[config.mk]
export PLATFORM = sky130hd
export DESIGN_NAME = bishift_normalize_8
export DESIGN_NICKNAME = d
export VERILOG_FILES = /design/src/rtl/norm_pkg.sv /design/src/rtl/bishift_normalize_8_stage.sv /design/src/rtl/bishift_normalize_8.sv
export SDC_FILE = /design/constraint.sdc
export NUM_CORES = 1
export LEC_CHECK = 0
export ABC_CLOCK_PERIOD_IN_PS = 2900
export CAP_MARGIN = 25
export CELL_PAD_IN_SITES_DETAIL_PLACEMENT = 0
export CELL_PAD_IN_SITES_GLOBAL_PLACEMENT = 1
export CORE_UTILIZATION = 40
export CTS_CLUSTER_SIZE = 20
export DETAILED_ROUTE_END_ITERATION = 16
export PLACE_DENSITY_LB_ADDON = 0.3
export SYNTH_ARGS = -nofsm -noshare
export SYNTH_HDL_FRONTEND = slang
export SYNTH_SLANG_ARGS = --single-unit
[constraint.sdc]
create_clock -name clk -period 2.9 [get_ports clk]
set_input_delay 0.58 -clock clk [delete_from_list [all_inputs] [get_ports clk]]
set_output_delay 0.58 -clock clk [all_outputs]
set_load 0.1 [all_outputs]
[src/rtl/norm_pkg.sv]
`default_nettype none
// ============================================================================
//  Package     : norm_pkg
//  Description : Shared types and helpers for the bishift_normalize_8 block:
//                FSM state encoding, default data width, bit-reverse helper.
//  Revision    : 1.0 - initial release
// ============================================================================
package norm_pkg;

    localparam int NORM_WIDTH = 8;

    typedef enum logic [1:0] {
        ST_IDLE = 2'd0,
        ST_STEP = 2'd1,
        ST_DONE = 2'd2
    } norm_state_t;

    // Reverse the low n bits of v; bits above n come back as zero.
    // Reversing the full 64-bit container puts the n data bits at the top,
    // reversed, so shifting back down by (64-n) leaves them right-aligned.
    function automatic logic [63:0] bit_reverse(input logic [63:0] v, input int n);
        logic [63:0] r;
        r = {<<{v}};
        return r >> (64 - n);
    endfunction

endpackage : norm_pkg
`default_nettype wire

[src/rtl/bishift_normalize_8_stage.sv]
`default_nettype none
// ============================================================================
//  Module      : norm_stage
//  Description : One combinational normalization stage. If the top 2^k bits
//                of the word are all zero, shift the word left by 2^k
//                (zero fill) and report amount bit = 1; otherwise pass the
//                word through and report 0.
//  Revision    : 1.0 - initial release
// ============================================================================
module norm_stage
    import norm_pkg::*;
#(
    parameter int WIDTH = NORM_WIDTH,
    parameter int KW    = 2
) (
    input  logic [WIDTH-1:0] i_w,
    input  logic [KW-1:0]    i_k,
    output logic [WIDTH-1:0] o_w,
    output logic             o_bit
);

    logic [WIDTH-1:0] w_mask;
    logic [WIDTH-1:0] w_shifted;

    // Mask selecting the top 2^k bits of the word.
    assign w_mask    = ~({WIDTH{1'b1}} >> (32'd1 << i_k));
    assign w_shifted = i_w << (32'd1 << i_k);

    assign o_bit = ((i_w & w_mask) == '0);
    assign o_w   = o_bit ? w_shifted : i_w;

endmodule : norm_stage
`default_nettype wire

[src/rtl/bishift_normalize_8.sv]
`default_nettype none
// ============================================================================
//  Module      : bishift_normalize_8
//  Description : Sequential left/right normalizer with valid/ready handshakes.
//                Finds the leading-zero (left) or trailing-zero (right) count
//                of a word and returns the normalized word plus the count.
//                Right normalization is done by bit-reversing into and out of
//                a left-normalizing datapath.
//  Config      : NORM_SINGLE_CYCLE_EN - when defined, all stages are resolved
//                combinationally in one STEP cycle; otherwise one stage per
//                cycle through a single shared stage instance.
//  Revision    : 1.0 - initial release
// ============================================================================
module bishift_normalize_8
    import norm_pkg::*;
#(
    parameter int WIDTH = NORM_WIDTH
) (
    input  logic                       clk,
    input  logic                       rst,
    input  logic                       in_valid,
    output logic                       in_ready,
    input  logic [WIDTH-1:0]           data,
    input  logic                       left,
    output logic                       out_valid,
    input  logic                       out_ready,
    output logic [WIDTH-1:0]           norm_out,
    output logic [$clog2(WIDTH)-1:0]   amount,
    output logic                       zero
);

    localparam int STAGES = $clog2(WIDTH);

    norm_state_t       r_state;
    norm_state_t       w_state_nxt;
    logic [WIDTH-1:0]  r_w;
    logic [STAGES-1:0] r_amt;
    logic              r_left;

    logic [WIDTH-1:0]  w_data_rev;
    logic [WIDTH-1:0]  w_work_rev;
    logic              w_last_step;

    assign w_data_rev = WIDTH'(bit_reverse(64'(data), WIDTH));
    assign w_work_rev = WIDTH'(bit_reverse(64'(r_w),  WIDTH));

`ifdef NORM_SINGLE_CYCLE_EN
    // ---------------- all stages chained in one cycle ----------------
    localparam int KW = (STAGES > 1) ? $clog2(STAGES) : 1;

    logic [WIDTH-1:0]  w_chain [STAGES+1];
    logic [STAGES-1:0] w_chain_bits;

    assign w_chain[STAGES] = r_w;
    assign w_last_step     = 1'b1;

    // Widest stage first so each later stage sees the already-shifted word.
    for (genvar j = 0; j < STAGES; j++) begin : g_chain
        norm_stage #(
            .WIDTH (WIDTH),
            .KW    (KW)
        ) u_stage (
            .i_w   (w_chain[j+1]),
            .i_k   (KW'(j)),
            .o_w   (w_chain[j]),
            .o_bit (w_chain_bits[j])
        );
    end
`else
    // ---------------- one shared stage, stepped by r_k ----------------
    localparam int KW = (STAGES > 1) ? $clog2(STAGES) : 1;

    logic [KW-1:0]     r_k;
    logic [WIDTH-1:0]  w_stage_w;
    logic              w_stage_bit;

    assign w_last_step = (r_k == '0);

    norm_stage #(
        .WIDTH (WIDTH),
        .KW    (KW)
    ) u_stage (
        .i_w   (r_w),
        .i_k   (r_k),
        .o_w   (w_stage_w),
        .o_bit (w_stage_bit)
    );
`endif

    // State register; reset forces IDLE and discards any in-flight word.
    always_ff @(posedge clk) begin
        if (rst) begin
            r_state <= ST_IDLE;
        end else begin
            r_state <= w_state_nxt;
        end
    end

    // Next-state logic.
    always_comb begin
        w_state_nxt = r_state;
        case (r_state)
            ST_IDLE: if (in_valid)    w_state_nxt = ST_STEP;
            ST_STEP: if (w_last_step) w_state_nxt = ST_DONE;
            ST_DONE: if (out_ready)   w_state_nxt = ST_IDLE;
            default:                  w_state_nxt = ST_IDLE;
        endcase
    end

    // Working word, amount and direction: loaded on accept, refined per stage.
    always_ff @(posedge clk) begin
        if (rst) begin
            r_w    <= '0;
            r_amt  <= '0;
            r_left <= 1'b0;
`ifndef NORM_SINGLE_CYCLE_EN
            r_k    <= KW'(STAGES - 1);
`endif
        end else begin
            case (r_state)
                ST_IDLE: begin
                    if (in_valid) begin
                        r_left <= left;
                        r_w    <= left ? data : w_data_rev;
                        r_amt  <= '0;
`ifndef NORM_SINGLE_CYCLE_EN
                        r_k    <= KW'(STAGES - 1);
`endif
                    end
                end
                ST_STEP: begin
`ifdef NORM_SINGLE_CYCLE_EN
                    r_w   <= w_chain[0];
                    r_amt <= w_chain_bits;
`else
                    r_w        <= w_stage_w;
                    r_amt[r_k] <= w_stage_bit;
                    r_k        <= r_k - 1'b1;
`endif
                end
                default: ;
            endcase
        end
    end

    // Outputs: results are only presented in DONE, zero elsewhere.
    always_comb begin
        in_ready  = (r_state == ST_IDLE) && !rst;
        out_valid = (r_state == ST_DONE);
        norm_out  = '0;
        amount    = '0;
        zero      = 1'b0;
        if (r_state == ST_DONE) begin
            norm_out = r_left ? r_w : w_work_rev;
            amount   = r_amt;
            zero     = (r_w == '0);
        end
    end

endmodule : bishift_normalize_8
`default_nettype wire
==> flow_summary_export.csv <==
group,metric,value,unit
logic_synthesis,synth_enable_flop_cells,0,
logic_synthesis,post_synth_net_total,188,
timing,post_route_clock_skew,0.00297,ns
run,max_cap_violations,0,
cts,clk_transition_reported_paths,0.09,ns
worst_setup_path,r2r-start,"r_k[0]",
worst_hold_path,hold_path_depth,2,
die,die-area,0.00361,mm2
worst_setup_path,startpoint_type,"register",
logic_synthesis,synth-simple-area-share,23.6,%
die,fp.dieW,60.1,um
logic_synthesis,ys_ff_latch,16,
drt,finalWirelength,3.45,mm
final_layout,areaGrowthSynthToFinish,22.9,%
cts,worstSkewPairLatency,0.29,ns
power,total_power_density_per_cell_area,435,mW/mm2
drt,drt-wirelength-per-cell,14.9,um
place,dp_slack,0.602,ns
place,place_congestion,0.835,
logic_synthesis,synth.cell_area,0.00135,mm2
logic_synthesis,synth-seq-area-share,23.7,%
cts,cts-root-to-sink-buffers,2,
drt,initialDrtViolationCount,55,
final_layout,instances_no_fill,232,
power,power.leakage,0.628,nW
global_route,pin_count_of_the_biggest_net_entering_global_routing,16,
final_layout,final_common_cell,"sky130_fd_sc_hd__nor2_1",
logic_synthesis,post_synth_arst_share,0,%
cts,tritoncts.num_buffers,3,
cts,clock_sinks,16,
cts,cts.repair.resized,0,
timing,fin_crit,2.41,ns
place,placed_cells,228,
drt,route.detailed.drc,0,
global_route,global_route_congestion_overflow_total,0,
power,peakVddDrop,237,uV
power,power.share.sequential,41.2,%
die,row_cnt,20,
logic_synthesis,yosysTopAreaCellShare,23.7,%
timing,tightest_slew,0.601,ns
power,power.internal,0.445,mW
logic_synthesis,synthFlopType,"sky130_fd_sc_hd__dfxtp_1",
die,boundaryPins,27,
global_route,number_of_global_route_vias_before_repair,1217,
logic_synthesis,ys.warnings.count,0,
worst_hold_path,holdCritStartpoint,"r_amt[2]",
power,power.combinational.fraction,38.3,%
drt,dr.pass1.iters,4,
run_status,run_status,"completed",
drt,routed-via-count,1322,
logic_synthesis,yosys.area.top_type,"sky130_fd_sc_hd__dfxtp_1",
logic_synthesis,post_synthesis_compound_gate_area_fraction,23.4,%
final_layout,final_layout_size_suffix_gt1_share,16.0,%
cts,cts_hold_buf,0,
worst_setup_path,endpoint_class_of_the_critical_path,"output pin",
worst_setup_path,largest_fanout_of_any_net_on_the_critical_path,10,
power,netSwitchingPower,0.276,mW
worst_hold_path,hp-class,"reg -> reg",
logic_synthesis,combinational_family_with_the_most_area_after_synthesis,"simple AND/OR/NAND/NOR gates",
global_route,antenna_found_initial,0,
global_route,grt_util_all_layers,21.6,%
place,port_buffers,26,
timing,whs,0.509,ns
logic_synthesis,syn-mean-instance-area,7.89,um2
die,die_height,60.1,um
timing,finalWorstSetupSlack,0.490,ns
logic_synthesis,synth.mux.area_fraction,19.2,%
place,dp.final_hpwl,2.62,mm
cts,cts-root-buf,"sky130_fd_sc_hd__clkbuf_4",
final_layout,final_cell_mix,"26 x sky130_fd_sc_hd__nor2_1, 21 x sky130_fd_sc_hd__mux2i_1, 16 x sky130_fd_sc_hd__dfxtp_1",
global_route,grt_first_pass_wirelength,5.77,mm
power,p_total,0.721,mW
power,sw_frac_of_total,38.3,%
final_layout,core_utilization_of_the_finished_layout,53.0,%
cts,clock_h_tree_levels,1,
worst_setup_path,worst_r2r_path_depth,6,
timing,final_min_period_over_clock_period,83.1,%
die,start_util,43.1,%
timing,setup_violations,0,
drt,final_antenna_net_count,0,
final_layout,fill_cells,301,
worst_setup_path,path_class,"reg -> out",
worst_setup_path,timing.reg2reg.setup_slack,0.65,ns
logic_synthesis,count_of_mapped_cells_out_of_synthesis,171,
logic_synthesis,synthDistinctLibCells,39,
final_layout,final_nets,206,
timing,max_freq,0.415,GHz
timing,maxSlewHeadroom,59.8,%
die,fp.coreArea,0.00313,mm2
final_layout,antenna_cells,0,
logic_synthesis,synthXorXnorAreaFrac,0,%
logic_synthesis,netlist_top_cells_area,"sky130_fd_sc_hd__dfxtp_1 24%, sky130_fd_sc_hd__mux2i_1 16%, sky130_fd_sc_hd__nor2_1 7.2%, sky130_fd_sc_hd__a21oi_1 5.2%, sky130_fd_sc_hd__clkbuf_1 3.9%",
timing,rsz0062_at_grt,"false",
timing,drv_slew,0,
cts,postCtsSetupBuffers,0,
timing,final_hold_viol_count,0,
worst_setup_path,critical_path_required,2.32,ns
logic_synthesis,synth-adder-area-share,3.71,%
worst_setup_path,worst_r2r_endpoint,"r_w[7]",
worst_hold_path,whs_endpoint,"r_amt[2]",
drt,via_per_inst,5.70,
worst_setup_path,crit_arrival,1.83,ns
power,clockPowerShare,20.5,%
cts,cts_tree,"done",
## worst max-delay path, cell delays in order, from the launching register on
cell	delay (ns)
sky130_fd_sc_hd__dfxtp_1	0.52
sky130_fd_sc_hd__nand2b_1	0.28
sky130_fd_sc_hd__inv_1	0.23
sky130_fd_sc_hd__nand3_1	0.14
sky130_fd_sc_hd__nor3_4	0.17
sky130_fd_sc_hd__buf_12	0.20
## cells in the mapped netlist, types with 2 or more instances
library cell	instances
sky130_fd_sc_hd__mux2i_1	21
sky130_fd_sc_hd__nor2b_1	4
sky130_fd_sc_hd__ha_1	4
sky130_fd_sc_hd__a22oi_1	3
sky130_fd_sc_hd__clkbuf_1	14
sky130_fd_sc_hd__dfxtp_1	16
sky130_fd_sc_hd__and2_1	4
sky130_fd_sc_hd__nor3_1	7
sky130_fd_sc_hd__inv_1	4
sky130_fd_sc_hd__a221o_1	2
sky130_fd_sc_hd__a21oi_1	14
sky130_fd_sc_hd__nor2_1	26
sky130_fd_sc_hd__nor4_1	2
sky130_fd_sc_hd__o211ai_1	2
sky130_fd_sc_hd__nand2b_1	3
sky130_fd_sc_hd__nor3b_1	2
sky130_fd_sc_hd__a31oi_1	3
sky130_fd_sc_hd__o31ai_1	4
sky130_fd_sc_hd__nand2_1	7
sky130_fd_sc_hd__mux2_2	2
sky130_fd_sc_hd__o21ai_0	7
sky130_fd_sc_hd__a211oi_1	2
sky130_fd_sc_hd__nand3b_1	2
## metal layers
metal	part of all wire (%)	vias up	GRT usage (%)
met3	7.0	6	2.81
met1	45	605	29.3
met2	47	49	34.6
met4	1.2	0	8.31
met5	0	-	0
li1	-	662	-
## kinds of logic after synthesis
logic type	count (synthesis)
buffers and inverters	20
AOI/OAI and AO/OA	44
muxes	24
DFF	16
and+or+nand+nor	63
adders and majority gates	4
## power groups by stage
stage | registers (mW) | logic [mW] | clock network, mW
final | 0.297 | 0.276 | 0.148
after global routing | 0.302 | 0.304 | 0.166
after CTS | 0.296 | 0.275 | 0.154
after detailed placement | 0.302 | 0.274 | 0
after global placement | 0.300 | 0.268 | 0
after floorplan | 0.271 | 0.230 | 0
## worst max path at each step
| stage | depth (start not counted) | to | slack (ns) | startpoint |
|---|---|---|---|---|
| 6_report | 5 | zero | 0.49 | r_state[1] |
| 5_1_grt | 5 | zero | 0.29 | r_state[1] |
| 4_1_cts | 5 | zero | 0.46 | r_state[1] |
| 3_5_place_dp | 3 | in_ready | 0.60 | rst |
| 3_3_place_gp | 3 | in_ready | 0.63 | rst |
| 2_1_floorplan | 6 | zero | -0.18 | r_state[1] |
## layout make-up
type | instances | area (um2) | share of cell area (%)
clock buffer | 4 | 36.3 | 2.19
tap | 44 | 55.1 | 3.32
sequential | 16 | 320 | 19.3
timing repair buffer | 29 | 273 | 16.5
multi-input combinational | 135 | 958 | 57.8
inverter | 4 | 15.0 | 0.906
## state kept, by name, indices dropped and copies added (netlist names)
| signal | flops |
|---|---|
| r_w | 8 |
| r_amt | 3 |
| r_k | 2 |
| r_state | 2 |
| r_left | 1 |
## per-stage QoR
step | area (um2) | TNS, ns
6_report | 1660 | 0
5_1_grt | 1660 | 0
4_1_cts | 1660 | 0
3_5_place_dp | 1620 | 0
3_3_place_gp | 1620 | 0
2_1_floorplan | 1370 | -0.177
(Power assumes the default switching activity.)
